`src/rtl/wb_pkg.sv`:
```
// Shared writeback-path types: register address/data widths and the queued entry layout.
package wb_pkg;

    localparam int REG_AW = 3;
    localparam int DATA_W = 8;

    typedef struct packed {
        logic [REG_AW-1:0] adr;
        logic [DATA_W-1:0] data;
    } wb_entry_t;

endpackage

```
`src/rtl/wb_fwd_match.sv`:
```
// Youngest-match search over the live region of the writeback queue for one read address.
module wb_fwd_match
    import wb_pkg::*;
#(
    parameter int DEPTH = 4
) (
    input  wb_entry_t                   entries_i [DEPTH],
    input  logic [$clog2(DEPTH)-1:0]    head_i,
    input  logic [$clog2(DEPTH):0]      count_i,
    input  logic [REG_AW-1:0]           adr_i,
    output logic                        hit_o,
    output logic [DATA_W-1:0]           data_o
);

    localparam int PW = $clog2(DEPTH);
    localparam int CW = PW + 1;

    logic [PW-1:0] idx;

    always_comb begin
        hit_o  = 1'b0;
        data_o = '0;
        idx    = head_i;
        // Walk oldest to youngest so the last live match wins; register 0 never forwards.
        for (int k = 0; k < DEPTH; k++) begin
            idx = head_i + PW'(k);
            if ((CW'(k) < count_i) && (adr_i != '0) && (entries_i[idx].adr == adr_i)) begin
                hit_o  = 1'b1;
                data_o = entries_i[idx].data;
            end
        end
    end

endmodule

```
`src/rtl/wb_queue.sv`:
```
// Writeback queue between producers and the register file, with optional read forwarding.
// Forwarding is built only when WB_QUEUE_FWD_EN is defined; otherwise fwd_* outputs are tied low.
module wb_queue
    import wb_pkg::*;
#(
    parameter int DEPTH = 4
) (
    input  logic                    clk,
    input  logic                    rst,
    input  logic                    in_valid,
    output logic                    in_ready,
    input  logic [REG_AW-1:0]       in_adr,
    input  logic [DATA_W-1:0]       in_data,
    input  logic                    rf_ready,
    output logic                    RegWrite,
    output logic [REG_AW-1:0]       WrAdr,
    output logic [DATA_W-1:0]       WrData,
    input  logic [REG_AW-1:0]       adr1,
    input  logic [REG_AW-1:0]       adr2,
    output logic                    fwd_hit1,
    output logic                    fwd_hit2,
    output logic [DATA_W-1:0]       fwd_data1,
    output logic [DATA_W-1:0]       fwd_data2,
    output logic [$clog2(DEPTH):0]  count
);

    localparam int PW = $clog2(DEPTH);
    localparam int CW = PW + 1;

    wb_entry_t     mem_q [DEPTH];
    logic [PW-1:0] head_q, head_d;
    logic [PW-1:0] tail_q, tail_d;
    logic [CW-1:0] count_q, count_d;
    logic          push;
    logic          pop;
    wb_entry_t     head_entry;

    // in_ready depends on registered count only, so rf_ready never reaches the producer.
    assign in_ready   = (count_q < CW'(DEPTH));
    assign push       = in_valid && in_ready && (in_adr != '0);
    assign RegWrite   = (count_q != '0) && rf_ready;
    assign pop        = RegWrite;
    assign head_entry = (count_q != '0) ? mem_q[head_q] : '0;
    assign WrAdr      = head_entry.adr;
    assign WrData     = head_entry.data;
    assign count      = count_q;

    always_comb begin
        head_d  = head_q + PW'(pop);
        tail_d  = tail_q + PW'(push);
        count_d = count_q + CW'(push) - CW'(pop);
    end

    always_ff @(posedge clk or posedge rst) begin
        if (rst) begin
            head_q  <= '0;
            tail_q  <= '0;
            count_q <= '0;
        end else begin
            head_q  <= head_d;
            tail_q  <= tail_d;
            count_q <= count_d;
        end
    end

    // NOTE: storage has no reset; count and head decide which slots are live.
    always_ff @(posedge clk) begin
        if (push) begin
            mem_q[tail_q] <= '{adr: in_adr, data: in_data};
        end
    end

`ifdef WB_QUEUE_FWD_EN
    wb_fwd_match #(.DEPTH(DEPTH)) u_fwd1 (
        .entries_i (mem_q),
        .head_i    (head_q),
        .count_i   (count_q),
        .adr_i     (adr1),
        .hit_o     (fwd_hit1),
        .data_o    (fwd_data1)
    );

    wb_fwd_match #(.DEPTH(DEPTH)) u_fwd2 (
        .entries_i (mem_q),
        .head_i    (head_q),
        .count_i   (count_q),
        .adr_i     (adr2),
        .hit_o     (fwd_hit2),
        .data_o    (fwd_data2)
    );
`else
    logic unused_fwd_adr;

    assign unused_fwd_adr = ^{adr1, adr2};
    assign fwd_hit1       = 1'b0;
    assign fwd_hit2       = 1'b0;
    assign fwd_data1      = '0;
    assign fwd_data2      = '0;
`endif

endmodule

```
`config.mk`:
```
export PLATFORM = sky130hd
export DESIGN_NAME = wb_queue
export DESIGN_NICKNAME = d
export VERILOG_FILES = /design/src/rtl/wb_pkg.sv /design/src/rtl/wb_fwd_match.sv /design/src/rtl/wb_queue.sv
export SDC_FILE = /design/constraint.sdc
export NUM_CORES = 1
export LEC_CHECK = 0
export BUFFER_PORTS_ARGS = -buffer_cell sky130_fd_sc_hd__buf_4
export CAP_MARGIN = 30
export CELL_PAD_IN_SITES_DETAIL_PLACEMENT = 1
export CELL_PAD_IN_SITES_GLOBAL_PLACEMENT = 2
export CORE_ASPECT_RATIO = 1.25
export CORE_UTILIZATION = 25
export CTS_BUF_LIST = sky130_fd_sc_hd__clkbuf_8
export DETAILED_ROUTE_END_ITERATION = 10
export GPL_ROUTABILITY_DRIVEN = 1
export PLACE_DENSITY_LB_ADDON = 0.1
export SLEW_MARGIN = 0
export SYNTH_ARGS = -nofsm -noshare
export SYNTH_HDL_FRONTEND = slang
export SYNTH_HIERARCHICAL = 1
export SYNTH_SLANG_ARGS = --single-unit
```
`constraint.sdc`:
```
create_clock -name clk -period 2.8 [get_ports clk]
set_clock_uncertainty 0.05 [all_clocks]
set_input_delay 0.42 -clock clk [delete_from_list [all_inputs] [get_ports clk]]
set_output_delay 0.42 -clock clk [all_outputs]
set_load 0.01 [all_outputs]
```
* After elaboration in Yosys (flattened, before gate mapping)
Memories as Yosys holds them, arrays and structs flattened.
Cells that the tools add are included.
** Word-level totals
- Register bits :: 7
- Memory bits (writable) :: 44
- Input bits :: 21
- Output and inout port bits :: 34
- Logic and storage cells :: 17
- Memories :: 1
** Cells by class
- $add $sub $neg :: 4
- Magnitude comparators :: 1
- Muxes and demuxes :: 3
- Reductions and logical operators :: 5
** Memory list
- mem_q :: words 4, bits a word 11, read ports 1, clocked after Yosys merged registers in 0, wr ports 1, line wb_queue.sv:30 : wb_entry_t mem_q [DEPTH];
** Operators by type and width (count)
- $mux W11 :: 1
- $reduce_bool A3 Y1 :: 2
- $add A2 B1 Y2 :: 2
- $add A3 B1 Y3 :: 1
- $logic_and A1 B1 Y1 :: 3
- $lt A3 B3 Y1 const B :: 1
- $sub A3 B1 Y3 :: 1
- $mux W1 :: 2

* Logic depth before layout (Yosys ltp)
- Depth after elaboration :: 5
- Mapped depth :: 9
- Depth with buffers taken out :: 9

* Least setup slack after synthesis
No wires, ideal clock.
- Path kind :: reg-to-reg
- Start :: register count_q[1] (netlist: count[1])
- End :: register count_q[2] (netlist: count[2])
- Library setup time :: 126 ps
- Arrival time :: 1919 ps
- Data required time :: 2624 ps
- Path slack :: 704 ps
- Cell stages (with the launch flop) :: 9
- Path buffers :: 0
- Clock period less this slack :: 2096 ps
- Path through :: dfrtp_1 -> nor3_1 -> nand2b_1 -> xnor2_1 -> ha_1 -> inv_1 -> fa_1 -> xnor2_1 -> xnor2_1
** Between the ends
- Word-level cells in the longest chain between the ends :: 5
- Elaborated cells on any way between the ends :: 7
- Classes of those cells :: 2 x add/sub; 1 x order compare; 4 x reduce/logical
** RTL lines
- from (decl) :: line wb_queue.sv:33 : logic [CW-1:0] count_q, count_d;
- from (signal assigned) :: line wb_queue.sv:62 : count_q <= count_d;
- $lt A3 B3 Y1 :: line wb_queue.sv:39 : assign in_ready = (count_q < CW'(DEPTH));
- $logic_and A1 B1 Y1 (2 in a row) :: line wb_queue.sv:40 : assign push = in_valid && in_ready && (in_adr != '0);
- $add A3 B1 Y3 :: line wb_queue.sv:51 : count_d = count_q + CW'(push) - CW'(pop);
- $sub A3 B1 Y3 * :: line wb_queue.sv:51
- net count_d[2] :: line wb_queue.sv:33
The timed path passes the listed nets; every way through them passes the cells marked *.

* Worst setup path after layout
- Start :: register head_q[0]
- End :: output port WrAdr[0]
** Between the ends
- Word-level cells in the longest chain between the ends :: 2
** RTL lines
- from (decl) :: line wb_queue.sv:31 : logic [PW-1:0] head_q, head_d;
- from (signal assigned) :: line wb_queue.sv:56 : head_q <= '0;
- from (signal assigned) :: line wb_queue.sv:60 : head_q <= head_d;
- $mem_v2 Z4 W11
- $mux W11 :: line wb_queue.sv:43 : assign head_entry = (count_q != '0) ? mem_q[head_q] : '0;
- to (decl) :: line wb_queue.sv:16 : output logic [REG_AW-1:0] WrAdr,
No other way between the ends.

==> metrics <==
largest net degree at the start of global routing=15; final net count=182; fmax=0.425 GHz; Worst-path clk slew=about 90 ps; Tcrit/Tclk final=between 80% and 90%; endpoints failing setup=0; Detailed Routing Iterations Pass 1=3; Hold Buf Count CTS=0; outcome=finished, final reports clean; crit path DAT=1880 ps; clock sinks=51; # rows=37; Seq/Total Area, Yosys=69.3%; number of global-route vias before repair=approximately 1200; mux share of post-synthesis cell area=11.6%; Routability Congestion=roughly 0.66; antenna violations before repair=0; synth top area cells=edfxtp_1 (61%), mux4_2 (10%), dfrtp_1 (8.1%); antenna viol nets, final=0; Top Ports=between 50 and 60; via count=1045; die area=9020 sq um; Yosys warnings=6; Netlist cell types=22; Mapped Area=2160 sq um; FILL cells=between 800 and 900; Final Hold Fails=0; global-route wire length before repair=between 6000 and 7000 microns; DP Cell Count=approximately 250; largest area contributor in the netlist=edfxtp_1; DP HPWL=between 2000 and 3000 microns; Synth Area in Compound Gates=less than 1%; Hold Slack=about 6.1 ps; commonest cells in the netlist=edfxtp_1 (44), buf_4 (18), nor2b_1 (11); initial core utilization=26.1%; DR WL/cell=around 16 microns; asr flop ratio synth=a little over an eighth; largest family of logic cells by synthesized area=multiplexers; Cell Pwr Density=~960 nW/um^2; # H-tree levels=2; layout cell share with drive strength beyond 1=33.3%; Die W=between 80 and 90 microns; cell with the most instances after synthesis=edfxtp_1; max-cap violation count=0; Relative slew margins=56.9%; setup TNS=0 ps; critical path class=reg -> out; reg2reg path depth=8; critical path launch point type=flop; Mean Syn Cell Area=roughly 18 sq um; max-slew violation count=0; DRT Wirelength=about 4000 microns; Reg-to-Reg End=count[2]$_DFF_PP0_; clock buffer depth=2; CTS tree=built; DRC errors left=0; Tot GR Track Use=under 10%; Die H=approximately 110 microns; post-synthesis simple-gate area fraction=5.44%; Resize count post-CTS=0; endpoint class of the critical path=output port; RSZ-0062 raised after global routing=no; Finished Layout Cells=~260; CTS Buf Count=5; # Post-CTS Setup Buffers=0; R2R Setup Slk=roughly 640 ps; xor and xnor area share after synthesis=2.43%; Overflow after GRT=0; DR vias/cell=4.08; Worst Path Required=2330 ps; leakage=a little under 1 nW; Post-synth EDFFs=44; Slew @ Worst Pin=647 ps; Port Buffers=30; post-synthesis adder-cell area fraction=2.08%; Root Driver=clkbuf_8; fin util=just over 30%; Synth Instances=120; Synth Register Bits=51; min cycle time layout=2350 ps; core area=8290 sq um; Tightest Hold Check Type=in -> async; R2R Path Start=count[1]$_DFF_PP0_; Total Power=2.45 mW; post-synth top area share=around 61%; diode count=0; clk_lat worst skew=approximately 300 ps; Primary FF master, synth=edfxtp_1; Area growth, synth to finish=18.2%; number of DRC markers in iteration 0=between 40 and 50; top fanout value on the critical path=9; Max VDD drop=0.000535 V
==> flip-flops by register name (all words and copies together), names as in the netlist <==
signal  cells
mem_q      44
tail_q      2
count       3
head_q      2
==> per-stage QoR <==
stage	area, sq um	worst slack [ps]
6_report	2550	445
5_1_grt	2550	325
4_1_cts	2550	372
3_5_place_dp	2450	366
3_3_place_gp	2450	487
2_1_floorplan	2220	704
==> worst max-delay path by stage <==
stage                              startpoint            endpoint  slack, ps
after floorplan            count[1]$_DFF_PP0_  count[2]$_DFF_PP0_        700
after global placement              in_adr[1]  count[2]$_DFF_PP0_        490
after detailed placement            in_adr[1]  count[2]$_DFF_PP0_        370
after CTS                 head_q[0]$_DFF_PP0_            WrAdr[0]        370
after global routing      head_q[0]$_DFF_PP0_            WrAdr[0]        330
final                     head_q[0]$_DFF_PP0_            WrAdr[0]        450
==> cells by family (layout without fill, tap and decap cells) <==
family / after synthesis / in the layout
flops: 51 / 51
other cells: 1 / 18
buf+inv: 27 / 49
fa+ha+maj: 3 / 3
mux: 11 / 11
compound gates: 1 / 1
simple gates: 20 / 20
xor+xnor: 6 / 6
==> per-layer routing <==
| layer | vias to the layer above | share of wire [%] | global-route usage, % |
|---|---|---|---|
| li1 | 480 | - | - |
| met1 | 523 | 38 | 10.3 |
| met2 | 37 | 56 | 18.1 |
| met3 | 5 | 4.4 | 2.33 |
| met4 | 0 | 1.8 | 4.36 |
| met5 | - | 0 | 0 |
==> placed cells by master (no fill, tap or decap), types with 4 or more instances in the layout <==
cell	instances
buf_4	35
mux4_2	10
inv_1	7
conb_1	18
clkbuf_8	7
edfxtp_1	44
xnor2_1	4
dfrtp_1	7
nor2b_1	11
==> critical path: stages (launching register included) <==
cell and delay [ps]:
dfrtp_1 480, buf_4 280, mux4_2 520, nor2b_1 160
buf_4 150
==> final cells by class <==
cell class / instances / area [sq um] / area share [%]
inverter: 6 / 22.5 / 0.882
clock inverter: 1 / 3.75 / 0.147
multi-input combinational: 59 / 551 / 21.6
timing repair buffer: 35 / 263 / 10.3
clock buffer: 7 / 96.3 / 3.77
tap: 97 / 121 / 4.75
sequential: 51 / 1500 / 58.6
==> power by group <==
part | leakage, nW | switching (mW) | internal (mW)
registers | 0.481 | 0.119 | 0.969
clock network | 0.0557 | 0.226 | 0.222
logic | 0.430 | 0.409 | 0.499
total | 0.966 | 0.755 | 1.69
(Power assumes the default switching activity.)
